**src/rtl/sd_arb_pkg.sv**
```systemverilog
// Shared types and constants for the floppy-to-HPS sector request arbiter.
package sd_arb_pkg;

    typedef enum logic [1:0] {
        ST_IDLE,
        ST_CHECK,
        ST_REQ,
        ST_XFER
    } state_t;

    localparam logic [2:0] ERR_NONE    = 3'd0;
    localparam logic [2:0] ERR_NOMOUNT = 3'd1;
    localparam logic [2:0] ERR_RANGE   = 3'd2;
    localparam logic [2:0] ERR_WPROT   = 3'd3;
    localparam logic [2:0] ERR_TIMEOUT = 3'd4;
    localparam logic [2:0] ERR_EJECT   = 3'd5;

    // Bytes-to-sectors shift for 512-byte sectors.
    localparam int SECT_SHIFT = 9;

endpackage

```
**src/rtl/sd_drive_table.sv**
```systemverilog
// Per-drive mount state (mounted, read-only, sector count) loaded from img_mounted pulses.
// Latency: fields update the cycle after the pulse; read port is combinational.
// Backpressure: none, every mount pulse is absorbed.
module sd_drive_table
    import sd_arb_pkg::*;
#(
    parameter int NUM_DRIVES = 2,
    parameter int LBA_W      = 32,
    parameter int DRV_W      = 1
) (
    input  logic                  clk_sys,
    input  logic                  reset_n,
    input  logic [NUM_DRIVES-1:0] img_mounted,
    input  logic                  img_readonly,
    input  logic [63:0]           img_size,
    input  logic [DRV_W-1:0]      rd_drv,
    output logic [NUM_DRIVES-1:0] mounted,
    output logic                  rd_mounted,
    output logic                  rd_ro,
    output logic [LBA_W-1:0]      rd_sectors
);

    logic [NUM_DRIVES-1:0]            mounted_q, mounted_d;
    logic [NUM_DRIVES-1:0]            ro_q, ro_d;
    logic [NUM_DRIVES-1:0][LBA_W-1:0] sectors_q, sectors_d;

    always_comb begin
        mounted_d = mounted_q;
        ro_d      = ro_q;
        sectors_d = sectors_q;
        for (int i = 0; i < NUM_DRIVES; i++) begin
            if (img_mounted[i]) begin
                mounted_d[i] = |img_size;
                ro_d[i]      = img_readonly;
                sectors_d[i] = img_size[LBA_W+SECT_SHIFT-1:SECT_SHIFT];
            end
        end
    end

    always_ff @(posedge clk_sys or negedge reset_n) begin
        if (!reset_n) begin
            mounted_q <= '0;
            ro_q      <= '0;
            sectors_q <= '0;
        end else begin
            mounted_q <= mounted_d;
            ro_q      <= ro_d;
            sectors_q <= sectors_d;
        end
    end

    // Out-of-range drive numbers read back as unmounted.
    always_comb begin
        rd_mounted = 1'b0;
        rd_ro      = 1'b0;
        rd_sectors = '0;
        for (int i = 0; i < NUM_DRIVES; i++) begin
            if (rd_drv == DRV_W'(i)) begin
                rd_mounted = mounted_q[i];
                rd_ro      = ro_q[i];
                rd_sectors = sectors_q[i];
            end
        end
    end

    assign mounted = mounted_q;

endmodule

```
**src/rtl/sd_drive_arbiter.sv**
```systemverilog
// Routes single-channel floppy sector requests to one of NUM_DRIVES HPS virtual-disk channels.
// Latency: check error or sd_rd/sd_wr 2 cycles after strobe; done 1 cycle after sd_ack falls.
// Backpressure: strobes are dropped while req_busy; each accepted request ends in one done or err pulse.
module sd_drive_arbiter
    import sd_arb_pkg::*;
#(
    parameter  int NUM_DRIVES = 2,
    parameter  int LBA_W      = 32,
    parameter  int TIMEOUT    = 1 << 24,
    localparam int DRV_W      = (NUM_DRIVES > 1) ? $clog2(NUM_DRIVES) : 1,
    localparam int CNT_W      = $clog2(TIMEOUT + 1)
) (
    input  logic                        clk_sys,
    input  logic                        reset_n,
    input  logic [DRV_W-1:0]            drv_sel,
    input  logic                        req_rd,
    input  logic                        req_wr,
    input  logic [LBA_W-1:0]            req_lba,
    output logic                        req_busy,
    output logic                        req_done,
    output logic                        req_err,
    output logic [2:0]                  req_err_code,
    output logic                        core_ack,
    input  logic [7:0]                  core_buff_din,
    input  logic [NUM_DRIVES-1:0]       img_mounted,
    input  logic                        img_readonly,
    input  logic [63:0]                 img_size,
    output logic [NUM_DRIVES-1:0]       mounted,
    output logic [NUM_DRIVES*LBA_W-1:0] sd_lba,
    output logic [NUM_DRIVES-1:0]       sd_rd,
    output logic [NUM_DRIVES-1:0]       sd_wr,
    input  logic [NUM_DRIVES-1:0]       sd_ack,
    output logic [NUM_DRIVES*8-1:0]     sd_buff_din
);

    state_t           state_q, state_d;
    logic [DRV_W-1:0] drv_q, drv_d;
    logic [LBA_W-1:0] lba_q, lba_d;
    logic             wr_q, wr_d;
    logic [CNT_W-1:0] cnt_q, cnt_d, cnt_inc;
    logic             eject_q, eject_d;
    logic             done_q, done_d;
    logic             err_q, err_d;
    logic [2:0]       err_code_q, err_code_d;

    logic             rd_mounted, rd_ro;
    logic [LBA_W-1:0] rd_sectors;
    logic             act_ack, act_eject, active;

    sd_drive_table #(
        .NUM_DRIVES (NUM_DRIVES),
        .LBA_W      (LBA_W),
        .DRV_W      (DRV_W)
    ) u_table (
        .clk_sys      (clk_sys),
        .reset_n      (reset_n),
        .img_mounted  (img_mounted),
        .img_readonly (img_readonly),
        .img_size     (img_size),
        .rd_drv       (drv_q),
        .mounted      (mounted),
        .rd_mounted   (rd_mounted),
        .rd_ro        (rd_ro),
        .rd_sectors   (rd_sectors)
    );

    assign act_ack   = sd_ack[drv_q];
    assign act_eject = img_mounted[drv_q];
    assign cnt_inc   = cnt_q + CNT_W'(1);

    always_comb begin
        state_d    = state_q;
        drv_d      = drv_q;
        lba_d      = lba_q;
        wr_d       = wr_q;
        cnt_d      = cnt_q;
        eject_d    = eject_q;
        done_d     = 1'b0;
        err_d      = 1'b0;
        err_code_d = ERR_NONE;
        case (state_q)
            ST_IDLE: begin
                if (req_rd || req_wr) begin
                    drv_d   = drv_sel;
                    lba_d   = req_lba;
                    wr_d    = !req_rd;
                    state_d = ST_CHECK;
                end
            end
            ST_CHECK: begin
                state_d = ST_IDLE;
                err_d   = 1'b1;
                if (!rd_mounted) begin
                    err_code_d = ERR_NOMOUNT;
                end else if (lba_q >= rd_sectors) begin
                    err_code_d = ERR_RANGE;
                end else if (wr_q && rd_ro) begin
                    err_code_d = ERR_WPROT;
                end else begin
                    err_d   = 1'b0;
                    state_d = ST_REQ;
                    cnt_d   = '0;
                end
            end
            ST_REQ: begin
                cnt_d = cnt_inc;
                // A remount of the target invalidates the request outright.
                if (act_eject) begin
                    state_d    = ST_IDLE;
                    err_d      = 1'b1;
                    err_code_d = ERR_EJECT;
                end else if (act_ack) begin
                    state_d = ST_XFER;
                    eject_d = 1'b0;
                end else if (cnt_inc == CNT_W'(TIMEOUT)) begin
                    state_d    = ST_IDLE;
                    err_d      = 1'b1;
                    err_code_d = ERR_TIMEOUT;
                end
            end
            ST_XFER: begin
                if (act_eject) begin
                    eject_d = 1'b1;
                end
                if (!act_ack) begin
                    state_d = ST_IDLE;
                    if (eject_q || act_eject) begin
                        err_d      = 1'b1;
                        err_code_d = ERR_EJECT;
                    end else begin
                        done_d = 1'b1;
                    end
                end
            end
            default: state_d = ST_IDLE;
        endcase
    end

    always_ff @(posedge clk_sys or negedge reset_n) begin
        if (!reset_n) begin
            state_q    <= ST_IDLE;
            drv_q      <= '0;
            lba_q      <= '0;
            wr_q       <= 1'b0;
            cnt_q      <= '0;
            eject_q    <= 1'b0;
            done_q     <= 1'b0;
            err_q      <= 1'b0;
            err_code_q <= ERR_NONE;
        end else begin
            state_q    <= state_d;
            drv_q      <= drv_d;
            lba_q      <= lba_d;
            wr_q       <= wr_d;
            cnt_q      <= cnt_d;
            eject_q    <= eject_d;
            done_q     <= done_d;
            err_q      <= err_d;
            err_code_q <= err_code_d;
        end
    end

    assign active       = (state_q == ST_REQ) || (state_q == ST_XFER);
    assign req_busy     = (state_q != ST_IDLE);
    assign req_done     = done_q;
    assign req_err      = err_q;
    assign req_err_code = err_code_q;
    assign core_ack     = active && act_ack;
    assign sd_lba       = {NUM_DRIVES{lba_q}};

    // Request lines decode straight from state so an async reset drops them at once.
    always_comb begin
        sd_rd       = '0;
        sd_wr       = '0;
        sd_buff_din = '0;
        for (int i = 0; i < NUM_DRIVES; i++) begin
            if (drv_q == DRV_W'(i)) begin
                sd_rd[i] = (state_q == ST_REQ) && !wr_q;
                sd_wr[i] = (state_q == ST_REQ) && wr_q;
                if (active) begin
                    sd_buff_din[i*8 +: 8] = core_buff_din;
                end
            end
        end
    end

endmodule

```
**config.mk**
```make
export PLATFORM = sky130hd
export DESIGN_NAME = sd_drive_arbiter
export DESIGN_NICKNAME = d
export VERILOG_FILES = /design/src/rtl/sd_arb_pkg.sv /design/src/rtl/sd_drive_table.sv /design/src/rtl/sd_drive_arbiter.sv
export SDC_FILE = /design/constraint.sdc
export NUM_CORES = 1
export LEC_CHECK = 0
export CAP_MARGIN = 10
export CORE_ASPECT_RATIO = 1.5
export CORE_MARGIN = 2
export CORE_UTILIZATION = 46
export CTS_BUF_LIST = sky130_fd_sc_hd__clkbuf_4 sky130_fd_sc_hd__clkbuf_8
export DETAILED_ROUTE_END_ITERATION = 10
export PLACE_DENSITY = 0.8
export SYNTH_ARGS = -nofsm -noshare
export SYNTH_HDL_FRONTEND = slang
export SYNTH_HIERARCHICAL = 1
export SYNTH_SLANG_ARGS = --single-unit
```
**constraint.sdc**
```tcl
create_clock -name clk_sys -period 3.35 [get_ports clk_sys]
set_input_delay 0.5025 -clock clk_sys [delete_from_list [all_inputs] [get_ports clk_sys]]
set_output_delay 0.5025 -clock clk_sys [all_outputs]
set_load 0.01 [all_outputs]
```
==> results of run 1 <==
logic make-up after synthesis:
kind of cell | count (synthesis) | share of synthesized area [%]
and+or+nand+nor | 200 | 14.9
muxes | 137 | 20.0
DFF | 135 | 43.8
buffers and inverters | 107 | 6.98
AOI/OAI and AO/OA | 105 | 8.47
adders and majority gates | 34 | 5.52
xor gates and xnor gates | 3 | 0.341
cells in the mapped netlist, drive strengths merged, types with 3 or more instances:
master    n
o21a      5
clkbuf   24
nor3b     5
mux2i     3
dfrtp   135
nand4    20
nor2     28
and4      3
a31oi    13
and2      9
nor3     15
inv      37
or3       5
or4       3
nor4     24
nand3b    6
ha       34
and3     16
buf      46
nand3    12
a211o     3
o31ai     6
a21o      5
nand2b    4
mux2    134
o21ai    24
a21oi    32
nand2    42
cell type report:
type / instances / area, um^2 / area share [%]
tap: 210 / 263 / 2.56
sequential: 135 / 3380 / 32.9
timing repair buffer: 230 / 2240 / 21.8
multi-input combinational: 480 / 3850 / 37.5
clock buffer: 19 / 249 / 2.42
inverter: 37 / 139 / 1.35
clock inverter: 13 / 148 / 1.44
registers in the layout, indices dropped and copies added (netlist names):
signal / flops
wr_q: 1
u_table/ro_q: 2
drv_q: 1
state_q: 2
cnt_q: 25
u_table/sectors_q: 64
eject_q: 1
u_table/mounted: 2
req_err: 1
req_done: 1
req_err_code: 3
lba_q: 32
power groups by stage:
| stage | sequential, mW | combinational (mW) | clock (mW) |
|---|---|---|---|
| after floorplan | 2.36 | 2.03 | 0 |
| after global placement | 2.44 | 3.26 | 0 |
| after detailed placement | 2.46 | 3.33 | 0 |
| final | 2.40 | 3.46 | 1.36 |
| after global routing | 2.45 | 3.77 | 1.45 |
| after CTS | 2.43 | 3.36 | 1.38 |
critical path: stages (launching register included):
cell     delay [ps]
dfrtp_4         530
buf_2           180
buf_4           140
mux2_2          220
inv_1            40
ha_1            290
nand2_1          70
or4_4           480
o32a_1          330
a31oi_2         180
nor3_1           80
buf_4           180
or2_4           300
a31oi_2         190
per-stage QoR:
| step | setup WS [ps] | hold slack (ps) | utilization [%] | instance area [um^2] | instances |
|---|---|---|---|---|---|
| floorplan | 76.6 | 207 | - | 7710 | 721 |
| global placement | 83.4 | 472 | 59.0 | 9810 | 1088 |
| detailed placement | 29.6 | 490 | 59.0 | 9810 | 1088 |
| CTS | 28.2 | 79.3 | 61.4 | 10200 | 1120 |
| global route | -18.0 | 90.4 | 61.8 | 10300 | 1124 |
| finish | 55.6 | 64.6 | 61.8 | 10300 | 1124 |
worst paths after layout:
path | startpoint | endpoint | slack, ps | cells past startpoint
worst max-delay path | drv_q | cnt_q[15] | 60 | 13
worst min-delay path | reset_n | lba_q[17] | 60 | 1
worst max register to register | drv_q | cnt_q[15] | 60 | 13
worst min register to register | cnt_q[24] | cnt_q[24] | 500 | 1
max in group asynchronous | reset_n | cnt_q[8] | 2550 | 2
min in group clk_sys | cnt_q[24] | cnt_q[24] | 500 | 1
layer usage:
| layer | up-vias | GRT usage (%) | wire (um) |
|---|---|---|---|
| li1 | 2952 | - | - |
| met3 | 33 | 4.76 | 1330 |
| met5 | - | 0 | 0 |
| met1 | 3080 | 24.7 | 7400 |
| met2 | 223 | 42.8 | 11300 |
| met4 | 0 | 8.98 | 503 |
what timing repair did:
action | 4_1_cts | 5_1_grt
pin swaps | 0 | 2
setup buffers | 0 | 3
cloned | 0 | 1
setup endpoints to repair | 13 | 21
resized for setup | 1 | 11
placed cells by master (no fill, tap or decap), types with 5 or more instances in the layout:
cell type / count
dfrtp_1: 134
and2_1: 9
o21ai_0: 17
nand3_1: 12
nor4_1: 19
ha_1: 34
a31oi_1: 10
a21o_1: 5
nand2_1: 42
or3_1: 5
nor3_1: 14
o31ai_1: 6
mux2_2: 134
nand4_1: 19
nor3b_1: 5
buf_4: 21
o21ai_1: 7
clkdlybuf4s50_1: 203
clkbuf_8: 17
nor2_1: 26
and3_1: 16
nand3b_1: 6
clkinv_4: 6
inv_1: 37
a21oi_1: 32
o21a_1: 5
==> results.tsv, run 1 <==
stage	metric	value	unit
placed_design	gp_congestion	0.955	
global_route	antenna_found_initial	0	
floorplanning	dieArea	17800	um^2
timing	slew_viol_final	0	
yosys	ys_types	57	
clocking	cts-root-buf	clkbuf_8	
job	drv_cap	0	
detailed_routing	antenna_left	0	
detailed_routing	drc	0	
global_route	grt_pass1_wl	31.1	mm
yosys	yosysSeqAreaShare	43.8	%
finish	area_delta_synth_final	33.3	%
yosys	ys_ff_latch	135	
yosys	synthCells	721	
critical_path	worst_setup_path_start_kind	flip-flop	
clocking	cts.sinks	135	
critical_path	crit_path_max_fanout	7	
timing	worst_clock_skew	18.3	ps
detailed_routing	drt_pass1_iterations	5	
power	power	7.21	mW
finish	diodes	0	
power	ir_worst_vdd	0.000469	V
power	p_int	4.58	mW
yosys	yosys_warnings	6	
global_route	grt_max_degree	76	
critical_path	critPathRequiredTime	3720	ps
floorplanning	initial_core_util	46.4	%
floorplanning	ios	207	
timing	hold_viol_final	0	
power	switchingPower	2.63	mW
finish	final_nets	1049	
yosys	syn_nets	869	
placed_design	dp_hpwl	15.2	mm
detailed_routing	via_per_inst	5.59	
timing	period_share	98.3	%
critical_path	worst-setup-path-type	reg -> reg	
timing	slew_headroom	52.9	%
timing	fmax	304	MHz
yosys	synth_area	7710	um^2
yosys	synth_top_area_share	43.8	%
floorplanning	core-area	16600	um^2
global_route	grt.total_usage	23.0	%
floorplanning	die_height	163	um
timing	period_minus_slack	3290	ps
timing	tns	0	ps
global_route	overflow	0	
detailed_routing	wl_per_cell	18.3	um
hold_path	hp-class	in -> async	
critical_path	critPathCaptureType	flip-flop	
clocking	clkLatencyLatePin	460	ps
detailed_routing	routed_wl	20.5	mm
floorplanning	rows	58	
finish	drive_gt1_share	23.5	%
placed_design	numPortBuffers	206	
yosys	synthTopCellsByArea	dfrtp_1 (44%), mux2_2 (20%), ha_1 (5.5%), buf_4 (3.1%), a21oi_1 (2.1%)	
detailed_routing	drtIter0Drc	217	
clocking	clk_pin_slew	90	ps
finish	fillCellCount	1347	
power	cellLeakagePower	4.34	nW
yosys	yosysTopAreaCell	dfrtp_1	
power	seqPwrFrac	33.3	%
power	power_density	702	nW/um^2
yosys	synthFlopType	dfrtp_1	
clocking	cts_tree	built	
critical_path	arrival	3670	ps
status	status	finished clean	
timing	tightest_slew	707	ps
yosys	synth_edf_count	0	
clocking	h-tree-depth	4	
power	clockPowerShare	18.8	%
timing	rsz0062_at_grt	yes	
yosys	synth-async-reset-ratio	100	%
clocking	clock_path_buffers	2	
global_route	first_global_vias	6157	
floorplanning	die_w	110	um
power	switching_share	36.5	%
clocking	cts_hold_buf	0	
yosys	avgSynthCellArea	10.7	um^2
detailed_routing	route.vias.total	6288	
power	pwr-share-comb	47.9	%
timing	finalSetupViolCount	0	
clocking	cts_buffers	17	
(Power assumes the default switching activity.)
==> run 2: changes to the inputs <==
CTS_CLUSTER_DIAMETER = 50   (was not set)
==> results of run 2 <==
Final layout, timing and power as in run 1 (identical DEF).
==> run 3: changes to the inputs <==
CORE_MARGIN = 8   (was 2)
==> results.tsv, run 3 (synthesized netlist as in run 1, its figures left out) <==
stage	metric	value	unit	change
detailed_routing	antenna_left	0		unchanged
placed_design	numPortBuffers	206		unchanged
critical_path	reg2reg_from	drv_q		
power	cellLeakagePower	4.31	nW	-0.66%
finish	layout_commonest_cell	clkdlybuf4s50_1		
finish	top_register	u_table/sectors_q		
critical_path	rr_worst_depth	11		-2
placed_design	dp_hpwl	16.3	mm	+6.9%
clocking	cts_buffers	17		unchanged
timing	setup_slack	49.5	ps	-6.08 ps
timing	period_minus_slack	3300	ps	+6.08 ps
floorplanning	core-area	16600	um^2	unchanged
critical_path	worst-setup-path-type	reg -> reg		
critical_path	critPathRequiredTime	3710	ps	about the same
finish	area_delta_synth_final	33.0	%	
finish	regArea	3380	um^2	unchanged
clocking	h-tree-depth	4		unchanged
timing	period_share	98.5	%	+0.18 points
finish	fillCellCount	1328		-1.4%
floorplanning	die_height	175	um	+7.4%
global_route	overflow	0		unchanged
finish	largest_reg_flops	64		unchanged
clocking	cts_hold_buf	0		unchanged
floorplanning	die_w	122	um	+11%
clocking	cts.sinks	135		unchanged
detailed_routing	drtIter0Drc	269		+24%
floorplanning	ios	207		unchanged
clocking	clk_pin_slew	90	ps	about the same
timing	worst_clock_skew	17.9	ps	-0.340 ps
power	power_density	703	nW/um^2	about the same
timing	holdWs	70.6	ps	+6.06 ps
critical_path	crit_path_max_fanout	7		unchanged
critical_path	worst-r2r-setup-slack	50	ps	about the same
floorplanning	dieArea	21200	um^2	+19%
critical_path	arrival	3660	ps	about the same
floorplanning	rows	58		unchanged
floorplanning	initial_core_util	46.4	%	unchanged
critical_path	reg2reg_to	cnt_q[24]		
clocking	cts_tree	built		
placed_design	placed_area	9790	um^2	-0.13%
timing	finalSetupViolCount	0		unchanged
job	drv_cap	0		unchanged
critical_path	critPathCaptureType	flip-flop		
placed_design	gp_congestion	0.872		-8.7%
finish	stdcell_area	10300	um^2	-0.17%
timing	tightest_slew	713	ps	+5.97 ps
finish	drive_gt1_share	23.0	%	-0.53 points
global_route	grt_max_degree	77		+1.3%
detailed_routing	wl_per_cell	19.3	um	+5.4%
critical_path	crit_chain	mux2_2 -> inv_1 -> ha_1 -> nand4_1 -> or4_4 -> o32a_1 -> a31oi_4 -> nor3_1 -> buf_4 -> or2_4 -> a31oi_1		
global_route	antenna_found_initial	0		unchanged
timing	slew_headroom	52.5	%	-0.40 points
placed_design	pre_cts_slack	-122	ps	-151 ps
global_route	grt_pass1_wl	33.7	mm	+8.6%
finish	final_nets	1044		-0.48%
hold_path	hp-class	in -> async		
detailed_routing	route.vias.total	6211		-1.2%
timing	slew_viol_final	0		unchanged
detailed_routing	drc	0		unchanged
detailed_routing	via_per_inst	5.55		-0.78%
finish	top_regs	u_table/sectors_q x64, lba_q x32, cnt_q x25		
global_route	grt.total_usage	20.1	%	-2.9 points
clocking	clkLatencyLatePin	440	ps	-20 ps
timing	hold_viol_final	0		unchanged
clocking	cts-root-buf	clkbuf_8		
finish	layout_common_cells	clkdlybuf4s50_1 (203), mux2_2 (134), dfrtp_1 (134), nand2_1 (42), inv_1 (37)		
finish	diodes	0		unchanged
detailed_routing	drt_pass1_iterations	6		+1
detailed_routing	routed_wl	21.5	mm	+5.0%
power	ir_worst_vdd	0.000399	V	-15%
clocking	clock_path_buffers	2		unchanged
status	status	finished clean		
critical_path	worst_setup_path_start_kind	flip-flop		
finish	multiInputGateArea	3860	um^2	+0.26%
power	power	7.21	mW	-0.11%
critical_path	slowest_stage	or4_4		
critical_path	max_stage_delay	590	ps	+60 ps
global_route	first_global_vias	6412		+4.1%
timing	fmax	303	MHz	-0.18%
[run 3: what timing repair did]
action / CTS / global route
cloned: 0 / 1
hold endpoints to repair: 0 / 0
setup endpoints to repair: 16 / 17
gates resized for setup: 5 / 9
buffers inserted: 2 / 1
pin swaps: 0 / 8
[run 3: worst max path at each step]
stage / startpoint / to
CTS: drv_q / cnt_q[24]
floorplan: drv_q / cnt_q[15]
detailed placement: drv_q / cnt_q[24]
global placement: drv_q / cnt_q[3]
global route: drv_q / cnt_q[15]
finish: drv_q / cnt_q[24]
[run 3: layout make-up]
| cell class | count | area share (%) |
|---|---|---|
| Tap cell | 210 | 2.56 |
| Sequential cell | 135 | 33.0 |
| Inverter | 37 | 1.35 |
| Multi-Input combinational cell | 480 | 37.6 |
| Clock inverter | 14 | 1.24 |
| Clock buffer | 18 | 2.42 |
| Timing Repair Buffer | 225 | 21.8 |
[run 3: through the flow]
stage | instances | TNS [ps] | util, %
5_1_grt | 1119 | -78.3 | 61.7
6_report | 1119 | 0 | 61.7
3_5_place_dp | 1083 | -1260 | 58.9
2_1_floorplan | 721 | 0 | -
4_1_cts | 1117 | 0 | 61.4
3_3_place_gp | 1083 | -21.8 | 58.9
[run 3: report_power, final]
part           switching (mW)  internal, mW  leakage, nW  total, mW
sequential              0.436          1.98         1.64       2.41
clock                   0.723         0.564        0.187       1.29
combinational            1.57          1.94         2.48       3.51
total                    2.72          4.48         4.31       7.21
[run 3: routing by layer]
layer / global-route usage, % / wire length (um) / vias up
met2: 36.6 / 11600 / 186
met3: 5.03 / 1130 / 41
met1: 21.4 / 8100 / 3042
met5: 0 / 0 / -
li1: - / - / 2942
met4: 8.00 / 667 / 0
[run 3: worst max-delay path: cells and delay by family, from the launching register on]
| family | cells | cell delay (ps) |
|---|---|---|
| compound gates | 3 | 750 |
| fa+ha+maj | 1 | 290 |
| buf+inv | 2 | 220 |
| flops | 1 | 530 |
| mux | 1 | 240 |
| simple gates | 4 | 1180 |
